$ cat src/rtl/clk_rate_monitor_if.sv
// Bundles the measured clock, enable and the measurement results of clk_rate_monitor.
// The monitor uses the slave modport and the stimulus or consumer side uses the master modport.
interface clk_rate_monitor_if #(
  parameter int CNT_W = 16
) ();
  logic             div_clk;
  logic             enable;
  logic [CNT_W-1:0] edge_count;
  logic             meas_valid;
  logic             in_range;
  logic             stuck;

  modport master (
    output div_clk, enable,
    input  edge_count, meas_valid, in_range, stuck
  );

  modport slave (
    input  div_clk, enable,
    output edge_count, meas_valid, in_range, stuck
  );
endinterface

$ cat src/rtl/clk_rate_monitor.sv
// Counts synchronized div_clk rising edges over back-to-back windows of clk_in cycles.
// Reports the count, a tolerance check against the expected rate, and a stuck-clock flag.
//
//   state   | meaning
//   IDLE    | not measuring; counters held at zero, stuck cleared
//   MEASURE | window running; edges and stuck time being counted
module clk_rate_monitor #(
  parameter int WINDOW_CYCLES = 1024,
  parameter int EXPECT_EDGES  = 64,
  parameter int TOL_EDGES     = 1,
  parameter int STUCK_CYCLES  = 64,
  parameter int CNT_W         = 16
) (
  input  logic              clk_in,
  input  logic              rst_n,
  clk_rate_monitor_if.slave mon
);

  localparam int WIN_W = $clog2(WINDOW_CYCLES);
  localparam int STK_W = $clog2(STUCK_CYCLES + 1);
  localparam int LO_INT = (EXPECT_EDGES > TOL_EDGES) ? (EXPECT_EDGES - TOL_EDGES) : 0;
  localparam int HI_INT = EXPECT_EDGES + TOL_EDGES;

  localparam logic [WIN_W-1:0] WIN_LAST  = WIN_W'(WINDOW_CYCLES - 1);
  localparam logic [STK_W-1:0] STK_MAX   = STK_W'(STUCK_CYCLES);
  localparam logic [CNT_W:0]   LO_EXT    = (CNT_W + 1)'(LO_INT);
  localparam logic [CNT_W:0]   HI_EXT    = (CNT_W + 1)'(HI_INT);

  typedef enum logic {IDLE, MEASURE} state_t;

  state_t           state_q;
  logic             s1_q, s2_q, s3_q;
  logic [WIN_W-1:0] win_cnt_q;
  logic [CNT_W-1:0] edge_cnt_q;
  logic [STK_W-1:0] stuck_cnt_q;
  logic [CNT_W-1:0] edge_count_q;
  logic             meas_valid_q;
  logic             in_range_q;
  logic             stuck_q;

  logic             rise;
  logic             measuring;
  logic [CNT_W:0]   sum_ext;
  logic [CNT_W-1:0] edge_sum_d;
  logic             in_range_d;
  logic [STK_W-1:0] stuck_cnt_d;

  assign rise      = s2_q & ~s3_q;
  assign measuring = (state_q == MEASURE) && mon.enable;

  // Saturating count including a rise on the current cycle, so a rise on the final
  // window cycle closes into this window rather than leaking into the next one.
  always_comb begin
    sum_ext    = {1'b0, edge_cnt_q} + (CNT_W + 1)'(rise);
    edge_sum_d = sum_ext[CNT_W] ? {CNT_W{1'b1}} : sum_ext[CNT_W-1:0];
    in_range_d = ({1'b0, edge_sum_d} >= LO_EXT) && ({1'b0, edge_sum_d} <= HI_EXT);
  end

  always_comb begin
    stuck_cnt_d = '0;
    if (measuring && !rise) begin
      stuck_cnt_d = (stuck_cnt_q == STK_MAX) ? stuck_cnt_q : stuck_cnt_q + STK_W'(1);
    end
  end

  always_ff @(posedge clk_in or negedge rst_n) begin
    if (!rst_n) begin
      state_q      <= IDLE;
      s1_q         <= 1'b0;
      s2_q         <= 1'b0;
      s3_q         <= 1'b0;
      win_cnt_q    <= '0;
      edge_cnt_q   <= '0;
      stuck_cnt_q  <= '0;
      edge_count_q <= '0;
      meas_valid_q <= 1'b0;
      in_range_q   <= 1'b0;
      stuck_q      <= 1'b0;
    end else begin
      s1_q         <= mon.div_clk;
      s2_q         <= s1_q;
      s3_q         <= s2_q;
      meas_valid_q <= 1'b0;
      stuck_cnt_q  <= stuck_cnt_d;
      stuck_q      <= (stuck_cnt_d == STK_MAX);
      case (state_q)
        IDLE: begin
          win_cnt_q  <= '0;
          edge_cnt_q <= '0;
          if (mon.enable) state_q <= MEASURE;
        end
        MEASURE: begin
          // A falling enable wins over a coinciding window end: nothing is published.
          if (!mon.enable) begin
            state_q    <= IDLE;
            win_cnt_q  <= '0;
            edge_cnt_q <= '0;
          end else if (win_cnt_q == WIN_LAST) begin
            edge_count_q <= edge_sum_d;
            in_range_q   <= in_range_d;
            meas_valid_q <= 1'b1;
            win_cnt_q    <= '0;
            edge_cnt_q   <= '0;
          end else begin
            win_cnt_q  <= win_cnt_q + WIN_W'(1);
            edge_cnt_q <= edge_sum_d;
          end
        end
        default: state_q <= IDLE;
      endcase
    end
  end

  assign mon.edge_count = edge_count_q;
  assign mon.meas_valid = meas_valid_q;
  assign mon.in_range   = in_range_q;
  assign mon.stuck      = stuck_q;

endmodule

$ cat src/flat_wrapper.sv
// flat-port wrapper written by rule: the top's interface ports become plain ports
module clk_rate_monitor_flat 
#(
  parameter int WINDOW_CYCLES = 1024,
  parameter int EXPECT_EDGES  = 64,
  parameter int TOL_EDGES     = 1,
  parameter int STUCK_CYCLES  = 64,
  parameter int CNT_W         = 16
)
  (clk_in, rst_n, mon_div_clk, mon_enable, mon_edge_count, mon_meas_valid, mon_in_range, mon_stuck);
  clk_rate_monitor_if #(.CNT_W(CNT_W)) mon_i ();
  input  logic clk_in;
  input  logic rst_n;
  input wire logic [$bits(mon_i.div_clk)-1:0] mon_div_clk;
  input wire logic [$bits(mon_i.enable)-1:0] mon_enable;
  output wire logic [$bits(mon_i.edge_count)-1:0] mon_edge_count;
  output wire logic [$bits(mon_i.meas_valid)-1:0] mon_meas_valid;
  output wire logic [$bits(mon_i.in_range)-1:0] mon_in_range;
  output wire logic [$bits(mon_i.stuck)-1:0] mon_stuck;
  assign mon_i.div_clk = mon_div_clk;
  assign mon_i.enable = mon_enable;
  assign mon_edge_count = mon_i.edge_count;
  assign mon_meas_valid = mon_i.meas_valid;
  assign mon_in_range = mon_i.in_range;
  assign mon_stuck = mon_i.stuck;
  clk_rate_monitor #(.WINDOW_CYCLES(WINDOW_CYCLES), .EXPECT_EDGES(EXPECT_EDGES), .TOL_EDGES(TOL_EDGES), .STUCK_CYCLES(STUCK_CYCLES), .CNT_W(CNT_W)) u_core (.clk_in(clk_in), .rst_n(rst_n), .mon(mon_i));
endmodule
$ cat config.mk
export PLATFORM = sky130hd
export DESIGN_NAME = clk_rate_monitor_flat
export DESIGN_NICKNAME = d
export VERILOG_FILES = /design/src/rtl/clk_rate_monitor_if.sv /design/src/rtl/clk_rate_monitor.sv /design/src/flat_wrapper.sv
export SDC_FILE = /design/constraint.sdc
export NUM_CORES = 1
export LEC_CHECK = 0
export BUFFER_PORTS_ARGS = -buffer_cell sky130_fd_sc_hd__clkbuf_2
export CELL_PAD_IN_SITES_DETAIL_PLACEMENT = 0
export CELL_PAD_IN_SITES_GLOBAL_PLACEMENT = 2
export CORE_MARGIN = 2
export CORE_UTILIZATION = 37
export CTS_CLUSTER_DIAMETER = 150
export DETAILED_ROUTE_END_ITERATION = 10
export PLACE_DENSITY_LB_ADDON = 0.1
export SETUP_SLACK_MARGIN = 0.4
export SYNTH_ARGS = -nofsm -noshare
export SYNTH_HDL_FRONTEND = slang
export SYNTH_SLANG_ARGS = --single-unit
export TNS_END_PERCENT = 20
$ cat constraint.sdc
create_clock -name clk_in -period 2.3 [get_ports clk_in]
set_clock_uncertainty 0.05 [all_clocks]
set_input_delay 0.575 -clock clk_in [delete_from_list [all_inputs] [get_ports clk_in]]
set_output_delay 0.575 -clock clk_in [all_outputs]
set_load 0.005 [all_outputs]
# Word level (Yosys, flattened, before mapping)
# Cells that the tools add are included.
# classes
addsub	3
magnitude_cmp	2
eq_ne	3
n_mux	13
bitwise	3
reduce_logical	5
# ops
operator	n
$mux W16	3
$pmux W16 S2	1
$mux W10	2
$pmux W10 S2	1
$add A16 B1 Y17	1
$ge A16 B6 Y1 const B	1
$le A16 B7 Y1 const B	1
$eq A7 B7 Y1 const B	2
$mux W7	2
$add A10 B1 Y10 const B	1
$eq A10 B10 Y1 const B	1
$add A7 B1 Y7 const B	1
$mux W1	4
$logic_and A1 B1 Y1	3
$reduce_and A3 Y1	1
$not A1 Y1	2
$and A1 B1 Y1	1
$logic_not A1 Y1	1
# totals
reg_bits	56
in_bits	4
output_inout_bits	19
wordCells	40

# Depth between registers and ports, before layout
# logic_depth
depth_word	7
ltp_mapped	9
mapped_depth_nobuf	9

# Worst setup path before layout
# OpenSTA, ideal clock, no wires.
# synth_timing
path_type	reg-to-reg
from	reg u_core.s3_q
to	reg u_core.in_range_q (netlist: u_core.mon.in_range)
arrival_ns	1.976
path_slack_ns	0.182
path_stages_with_launch	10
cell_sequence	dfrtp_1 -> nor2b_1 -> ha_1 -> ha_1 -> nand3_4 -> nor2_1 -> and3_1 -> mux2i_1 -> nand4b_1 -> o31ai_2
# synth_via
elab_chain_cells	6
elab_cells_between_ends	7
# synth_rtl
element	line	source
start, declared	clk_rate_monitor.sv:32	logic s1_q, s2_q, s3_q;
start signal, assigned	clk_rate_monitor.sv:82	s3_q <= s2_q;
$not A1 Y1 *	clk_rate_monitor.sv:48	assign rise = s2_q & ~s3_q;
$and A1 B1 Y1 *	clk_rate_monitor.sv:48	
$add A16 B1 Y17 *	clk_rate_monitor.sv:54	sum_ext = {1'b0, edge_cnt_q} + (CNT_W + 1)'(rise);
$mux W16 *	clk_rate_monitor.sv:55	edge_sum_d = sum_ext[CNT_W] ? {CNT_W{1'b1}} : sum_ext[CNT_W-1:0];
$ge A16 B6 Y1 or $le A16 B7 Y1 (tied branches)	clk_rate_monitor.sv:56	in_range_d = ({1'b0, edge_sum_d} >= LO_EXT) && ({1'b0, edge_sum_d} <= HI_EXT);
$logic_and A1 B1 Y1 *	clk_rate_monitor.sv:56	
end signal, assigned	clk_rate_monitor.sv:100	in_range_q <= in_range_d;
end, declared	clk_rate_monitor.sv:38	logic in_range_q;
# Every way passes the cells marked *; elsewhere a longest branch is shown, timed or not.
# A chain may end at the register's enable or synchronous reset.

# Worst setup path in the final report
# Same ends and word-level chain as after synthesis.

==> impl_results.md <==
* GR Util All Layers at approximately 16%
* Max Cap Viol at 0
* Final hold viol count at 0
* Setup violations, final at 0
* FP Rows at 30
* WL per Instance at between 10 and 15 microns
* Gate power share at 3.5%
* Rel. slew slack at 60.8%
* Number of synthesized register bits at 56
* RSZ-0062 raised after global routing: true
* Post-synth EDFFs at 0
* Switching Fraction at between 10% and 20%
* Critical path class: reg -> reg
* Synth Area per Inst at between 9 and 10 sq um
* Htree depth at 2
* Type of the most critical hold path: in -> async
* Fin Setup TNS at 0 ns
* CTS Buf Count at 5
* Detail Route Antenna Nets at 0
* Antenna violations before repair at 0
* Share of layout cells above drive strength 1 at around a fifth
* Ys async rst share at 100%
* TritonCTS clock tree: yes
* N_diodes at 0
* WP data required at 2.46 ns
* Final Slew Violations at 0
* Critical path cell sequence: nor2b_4 -> ha_4 -> ha_4 -> nand3_4 -> nor2_4 -> and3_4 -> mux2i_4 -> nand4b_1 -> o31ai_2
* Drt initial violations at slightly above 70
* Die height at 88.1 microns
* # IOs at 23
* Data arrival, critical path at between 2 and 2.5 ns
* Die width at about 90 microns
* Mapped Cells at approximately 270
* Slew @ Worst Pin at just under 0.6 ns
* Clock power frac at between 40% and 50%
* VDD IR max at approximately 0.32 mV
* Most frequent cells in the layout: 56 x dfrtp_1, 51 x nor2_1, 26 x nand2_1, 22 x clkbuf_2, 13 x o21ai_1
* Port Buffers at 22
* DRT Wirelength at about 5600 microns
* Clock transition at path regs at roughly 0.10 ns
* Root Driver: clkbuf_8
* P_int at ~1.4 mW
* Vias in the first global route at slightly below 2000
* CP max stage delay at 0.41 ns
* Most common cell after layout, fill and taps aside: dfrtp_1
* Via Count at 1960
* Largest net degree at the start of global routing at 57
* Die area at 7770 sq um
* Fin nets at 310
* Crit path max-delay cell type: dfrtp_1
* Final-layout fill cell count at 694
* Status: complete, no violations
* CTS Buffer Depth at 2
* Top FF cell, synth: dfrtp_1
* Cell area after synthesis at between 2000 and 3000 sq um
* Layout area overhead at 21.2%
* Core Region at a little under 7000 sq um
* Syn_nets at 276
* Fin crit share at between 90 and 100%
* Reg power frac at 55.5%
* F_max at 466 MHz
* Router iterations before antenna repair at 4
* Clk Latency, worst-skew pair at approximately 0.3 ns
* Drt drc at 0
* Cell variety after synth at 42
* Worst-path maximum fanout at 5
* Worst path most repeated cell: ha_4
* Synth warn at 0
* Crit. End Element: flop
* Hpwl dp at 3800 microns
* Minimum hold slack at roughly 0.20 ns
* PD cells at 566 nW/um^2
* Startpoint Class: flop
* Reg area at between 1000 and 1500 sq um
* Seq/Total Area, Yosys at between 50% and 60%
* Post-Layout Inst Area at 3170 sq um
* Net Switching at ~360 uW
* Clk sink count at 56
* Final GP Congestion at 0.746
* First-pass GRT wire length at a little under 10000 microns
* Leakage at between 1 and 1.5 nW
* Min Tclk post-route at around 2.1 ns
* DP Area at 2920 sq um
* Gr ovfl total at 0
* Multi-input logic area at 1240 sq um
* Initial Util at approximately two fifths
* Via-to-Cell Ratio at 4.94
-- cells in the mapped netlist, drive strengths merged (3+ instances only) --
cell type  count  area, sq um
nor2          53          206
nor2b          3         18.8
clkbuf         5         18.8
ha             5         62.6
and3           3         18.8
a21oi          3         15.0
nand2         26         97.6
nand3         13         77.6
xor2          12          105
o21ai         21          105
nor3           5         35.0
buf            5         21.3
dfrtp         56         1400
inv            8         30.0
nand4         11         90.1
xnor2         10         87.6
nor4           7         62.6
-- power groups by stage --
| stage | Clock, mW | Sequential, mW | Combinational (mW) |
|---|---|---|---|
| 6_report | 0.738 | 0.997 | 0.0622 |
| 5_1_grt | 0.802 | 0.999 | 0.0727 |
| 4_1_cts | 0.772 | 0.996 | 0.0630 |
| 3_5_place_dp | 0 | 1.02 | 0.0623 |
| 3_3_place_gp | 0 | 1.02 | 0.0624 |
| 2_1_floorplan | 0 | 1.01 | 0.0218 |
-- layout make-up --
type                    count  area share [%]
clock inverters             2            1.89
flip-flops and latches     56            44.2
repair buffers             36            7.81
well taps                  96            3.79
inverters                   8           0.946
multi-input cells         194            39.2
clock buffers               5            2.17
-- metal layers --
layer	track usage (%)	vias up	routed length, microns
li1	-	978	-
met1	22.7	963	2740
met2	25.3	17	2740
met3	3.11	2	106
met4	4.13	0	33
met5	0	-	0
-- worst max-delay path, delay by kind of cell (launching register included) --
family,cells,cell delay (ns)
flops,1,0.41
fa+ha+maj,2,0.33
simple gates,5,0.82
compound gates,1,0.20
mux,1,0.25
-- worst paths after layout --
| kind | depth (start not counted) | slack, ns | startpoint | end |
|---|---|---|---|---|
| worst max register to register | 9 | 0.15 | u_core.s3_q | u_core.mon.in_range |
| min in group clk_in | 1 | 0.32 | mon_div_clk | u_core.s1_q |
| max in group asynchronous | 2 | 1.73 | rst_n | u_core.mon.edge_count[8] |
| worst max-delay path | 9 | 0.15 | u_core.s3_q | u_core.mon.in_range |
| worst min register to register | 0 | 0.33 | u_core.s1_q | u_core.s2_q |
| worst min-delay path | 2 | 0.20 | rst_n | u_core.win_cnt_q[6] |
-- registers in the layout, summed over array words and instances, names as in the netlist --
register	count
u_core.mon.stuck	1
u_core.mon.meas_valid	1
u_core.mon.edge_count	16
u_core.stuck_cnt_q	7
u_core.edge_cnt_q	16
u_core.win_cnt_q	10
u_core.s1_q	1
u_core.s3_q	1
u_core.state_q	1
u_core.mon.in_range	1
u_core.s2_q	1
-- logic make-up (layout without fill, tap and decap cells) --
kind of cell | Yosys count | count (layout) | share of synthesized area (%)
adder cells (fa/ha/maj) | 5 | 5 | 2.39
AND/OR/NAND/NOR | 130 | 131 | 25.7
AO/OA/AOI/OAI | 34 | 34 | 7.64
multiplexers | 2 | 2 | 0.764
flip-flops | 56 | 56 | 53.5
buffers and inverters | 18 | 51 | 2.68
XOR/XNOR | 22 | 22 | 7.36
-- repair_timing --
| item | CTS | global route |
|---|---|---|
| gates resized for setup | 4 | 8 |
| gates cloned | 1 | 0 |
| hold buffers | 0 | 0 |
| setup buffers | 6 | 1 |
| pin swaps | 3 | 2 |
| setup endpoints to repair | 29 | 33 |
-- through the flow --
stage | utilization, % | power [mW] | std cells | setup WS (ns)
after CTS | 45.7 | 1.83 | 396 | 0.164
after floorplan | - | 1.04 | 267 | 0.316
after global placement | 42.7 | 1.08 | 382 | 0.161
final | 46.4 | 1.80 | 397 | 0.154
after detailed placement | 42.7 | 1.08 | 382 | 0.0317
after global routing | 46.4 | 1.87 | 397 | -0.000519
Note: power is estimated with default switching activity, not from simulation.
